**src/rtl/mux16_rr_arbiter.sv**
```systemverilog
// mux16_rr_arbiter: round-robin arbiter owning the select of a shared 16:1 mux.
// Grant, select and valid are registered. The owner keeps the mux until it
// releases or drops its request. There is one dead cycle between owners, so the
// mux select never changes while valid_out is high.
// Optional build macro ARB_TIMEOUT_EN: bounds ownership to HOLD_MAX cycles and
// pulses timeout_out on a forced release. Without it, timeout_out is tied low.
module mux16_rr_arbiter #(
    parameter int HOLD_MAX = 64
) (
    input  logic        clk_in,
    input  logic        rst_n_in,
    input  logic [15:0] req_in,
    input  logic        release_in,
    output logic [15:0] grant_out,
    output logic [3:0]  sel_out,
    output logic        valid_out,
    output logic        timeout_out
);

    typedef enum logic [1:0] {
        IDLE  = 2'b00,
        GRANT = 2'b01
    } state_t;

    state_t      state_reg;
    logic [3:0]  ptr_reg;      // index of the most recently released owner
    logic [15:0] rot_req;      // requests rotated so bit 0 is the index just above ptr_reg
    logic [3:0]  off_next;     // offset of the winner inside rot_req
    logic [3:0]  win_next;     // absolute index of the winner
    logic        any_req;
    logic        owner_done;

    // Reject hold limits that do not fit the 8-bit counter.
    if (HOLD_MAX < 1 || HOLD_MAX > 255) begin : g_bad_hold_max
        $error("HOLD_MAX must be in 1..255");
    end

    // Rotate the request vector so the search always starts just above the last owner.
    for (genvar gi = 0; gi < 16; gi++) begin : g_rot
        assign rot_req[gi] = req_in[ptr_reg + 4'(gi + 1)];
    end

    // Find the lowest set bit of the rotated vector.
    always_comb begin
        off_next = 4'd0;
        for (int k = 15; k >= 0; k--) begin
            if (rot_req[k]) begin
                off_next = 4'(k);
            end
        end
    end

    assign any_req    = |req_in;
    assign win_next   = ptr_reg + off_next + 4'd1;
    assign owner_done = release_in | ~req_in[sel_out];

`ifdef ARB_TIMEOUT_EN
    logic [7:0] hold_cnt_reg;
    logic       timeout_reg;
    logic       hold_hit;

    assign hold_hit    = (hold_cnt_reg == 8'(HOLD_MAX - 1));
    assign timeout_out = timeout_reg;
`else
    assign timeout_out = 1'b0;
`endif

    // Arbitration state machine with registered grant, select and valid.
    always_ff @(posedge clk_in or negedge rst_n_in) begin
        if (!rst_n_in) begin
            state_reg    <= IDLE;
            grant_out    <= 16'd0;
            sel_out      <= 4'd0;
            valid_out    <= 1'b0;
            ptr_reg      <= 4'd15;
`ifdef ARB_TIMEOUT_EN
            hold_cnt_reg <= 8'd0;
            timeout_reg  <= 1'b0;
`endif
        end else begin
`ifdef ARB_TIMEOUT_EN
            timeout_reg <= 1'b0;
`endif
            case (state_reg)
                IDLE: begin
                    if (any_req) begin
                        grant_out    <= 16'd1 << win_next;
                        sel_out      <= win_next;
                        valid_out    <= 1'b1;
                        state_reg    <= GRANT;
`ifdef ARB_TIMEOUT_EN
                        hold_cnt_reg <= 8'd0;
`endif
                    end
                end
                GRANT: begin
                    // A voluntary release or a dropped request wins over the timeout.
                    if (owner_done) begin
                        grant_out <= 16'd0;
                        valid_out <= 1'b0;
                        ptr_reg   <= sel_out;
                        state_reg <= IDLE;
`ifdef ARB_TIMEOUT_EN
                    end else if (hold_hit) begin
                        grant_out   <= 16'd0;
                        valid_out   <= 1'b0;
                        ptr_reg     <= sel_out;
                        state_reg   <= IDLE;
                        timeout_reg <= 1'b1;
                    end else begin
                        hold_cnt_reg <= hold_cnt_reg + 8'd1;
`endif
                    end
                end
                default: begin
                    state_reg <= IDLE;
                    grant_out <= 16'd0;
                    sel_out   <= 4'd0;
                    valid_out <= 1'b0;
                end
            endcase
        end
    end

endmodule

```
**config.mk**
```make
export PLATFORM = sky130hd
export DESIGN_NAME = mux16_rr_arbiter
export DESIGN_NICKNAME = d
export VERILOG_FILES = /design/src/rtl/mux16_rr_arbiter.sv
export SDC_FILE = /design/constraint.sdc
export NUM_CORES = 1
export LEC_CHECK = 0
export BUFFER_PORTS_ARGS = -buffer_cell sky130_fd_sc_hd__buf_2
export CAP_MARGIN = 10
export CORE_UTILIZATION = 59
export CTS_BUF_LIST = sky130_fd_sc_hd__clkbuf_2
export DETAILED_ROUTE_END_ITERATION = 7
export HOLD_SLACK_MARGIN = 0.12
export PLACE_DENSITY = 0.93
export SLEW_MARGIN = 20
export SYNTH_ARGS = -nofsm -noshare
export SYNTH_HDL_FRONTEND = slang
export SYNTH_SLANG_ARGS = --single-unit
```
**constraint.sdc**
```tcl
create_clock -name clk_in -period 6.7 [get_ports clk_in]
set_clock_uncertainty 0.2 [all_clocks]
set_input_delay 0.335 -clock clk_in [delete_from_list [all_inputs] [get_ports clk_in]]
set_output_delay 0.335 -clock clk_in [all_outputs]
set_load 0.05 [all_outputs]
```
==> out/metrics.cfg <==
[run_status]
status=complete, no violations

[clock_tree]
clock_path_buffers=2
cts_max_level=1
clk_latency_ps=380
cts_hold_buf=1
cts_tree=yes
clockRootBuffer=clkbuf_2
clkTransAtPathRegs_ps=250
cts_sinks=25
cts_resized=0
post_cts_buffers=0
numCtsBuffers=3

[final_layout]
drive_gt1_frac=0.368
design_area_sq_mm=0.00272
area_growth_pct=9.18
antenna_cells=0
fillCellCount=279
largest_register_ffs=16
fin_nets=262

[synthesis]
yosysUniqueCellTypes=43
yosysSeqAreaShare=0.253
ys_ff_latch=25
synthTopCellsByArea=mux4_2 (25%), dfrtp_1 (21%), mux4_1 (8.4%), a32o_1 (6.4%), ha_1 (5.0%)
ys.flop_type=dfrtp_1
yosysMostFrequentCell=mux4_2
syn_avg_cell_area_sq_um=12.5
async_flop_share=1.00
yosys.area.top_type_share=0.253
yosysWarnings=0
synth_common_cells=mux4_2 (28), dfrtp_1 (21), a32o_1 (16), nor2_1 (11), ha_1 (10)
yosysTopAreaCell=mux4_2
syn-num-nets=229
netlist_instances=199
synth_edf_count=0
synthesis.area_sq_mm=0.00249

[timing]
final-hold-violation-count=0
max_freq_mhz=183
period_needed_ps=5450
max_slew_margin=0.299
tightest_slew_ps=1050
slew_viol_final=0
rsz0062_at_grt=no
setup_viol=0
fin_crit_sh=0.814
setup-tns-final_ps=0

[global_route]
grt_pass1_vias=2015
antenna_found_initial=0
grt_pass1_wl_um=9900
overflow=0
grt_max_degree=26
grt_usage=0.308

[placement]
io_buffers=39
gp_congestion=0.958
hpwl_um=4670
post_dp_cell_area_sq_mm=0.00269

[die]
io-pin-count=41
initial_core_util=0.619
die_area_sq_mm=0.00449
rows=23
die_height_um=67.0
fp.dieW_um=67.0
coreArea_sq_mm=0.00403

[setup_path]
required_ps=6820
worstPathArrival_ps=5570
crit_fanout=17
crit_path_end_kind=flip-flop
start_kind=flip-flop
worst-setup-path-type=flip-flop to flip-flop

[route]
ant_nets=0
wl_per_cell_um=22.2
vias_per_cell=7.36
vias=2069
drc=0
dr.pass1.iters=6
routed_wl_um=6230
drtIter0Drc=160

[worst_hold_path]
min_path_type=input port to asynchronous set/reset pin

[flow_run]
drv_cap=0

per-stage QoR:
stage | setup WS, ps | std cells | util | hold slack (ps)
after floorplan | 1730 | 199 | - | -161
after global placement | 1570 | 276 | 0.668 | 141
final | 1250 | 281 | 0.676 | 218
after global routing | 920 | 281 | 0.676 | 245
after detailed placement | 1350 | 276 | 0.668 | 141
after CTS | 1310 | 281 | 0.676 | 192
worst max-delay path, cell delays in order (launching register included):
cell	delay [ps]
dfstp_2	890
inv_1	250
ha_1	570
mux4_2	590
mux4_2	530
o311ai_0	530
a31oi_1	190
ha_1	320
a21o_1	180
a21oi_1	200
xnor2_1	250
xor2_2	450
a32o_1	250
kinds of logic after synthesis:
kind of cell / synth area share
flops: 0.253
xor+xnor: 0.0481
simple gates: 0.0787
fa+ha+maj: 0.0582
other cells: 0.00150
buf+inv: 0.0396
compound gates: 0.134
mux: 0.387
final cells by class:
| class | count | area [sq um] | area share |
|---|---|---|---|
| inverters | 10 | 37.5 | 0.0138 |
| flip-flops and latches | 25 | 631 | 0.232 |
| clock inverters | 1 | 7.51 | 0.00276 |
| clock buffers | 3 | 15.0 | 0.00551 |
| well taps | 50 | 62.6 | 0.0230 |
| repair buffers | 40 | 205 | 0.0753 |
| multi-input cells | 152 | 1770 | 0.648 |
layout by cell type (no fill, tap or decap), types with 3 or more instances in the layout:
cell / count
nor2b_1: 4
nor4_1: 6
mux4_1: 8
mux4_2: 28
inv_1: 9
dfrtp_1: 21
nand2_1: 8
clkbuf_2: 3
mux2i_1: 9
nor2_1: 11
xor2_1: 5
dfstp_2: 4
o21ai_0: 9
a21oi_1: 7
buf_2: 39
mux2_2: 3
xnor2_1: 5
a32o_1: 16
ha_1: 10
per-layer routing:
layer	wire, um	track usage	vias to the layer above	part of all wire
met3	559	0.0479	23	0.090
met5	0	0	-	0
met2	3090	0.480	145	0.50
met4	212	0.141	0	0.034
met1	2370	0.422	1027	0.38
li1	-	-	874	-
path summary, 6_finish.rpt:
path | from | to | slack (ps) | depth (start not counted)
min in group clk_in | release_in | ptr_reg[2] | 220 | 5
setup / recovery | ptr_reg[1] | grant_out[6] | 1250 | 12
setup reg to reg | ptr_reg[1] | grant_out[6] | 1250 | 12
max in group asynchronous | rst_n_in | ptr_reg[2] | 5690 | 2
hold / removal | rst_n_in | grant_out[15] | 220 | 2
hold reg to reg | grant_out[4] | grant_out[4] | 320 | 1
Power is left out: the tool's default activity adds up to more than one toggle a clock period on the data nets, which glitch-free logic cannot reach.
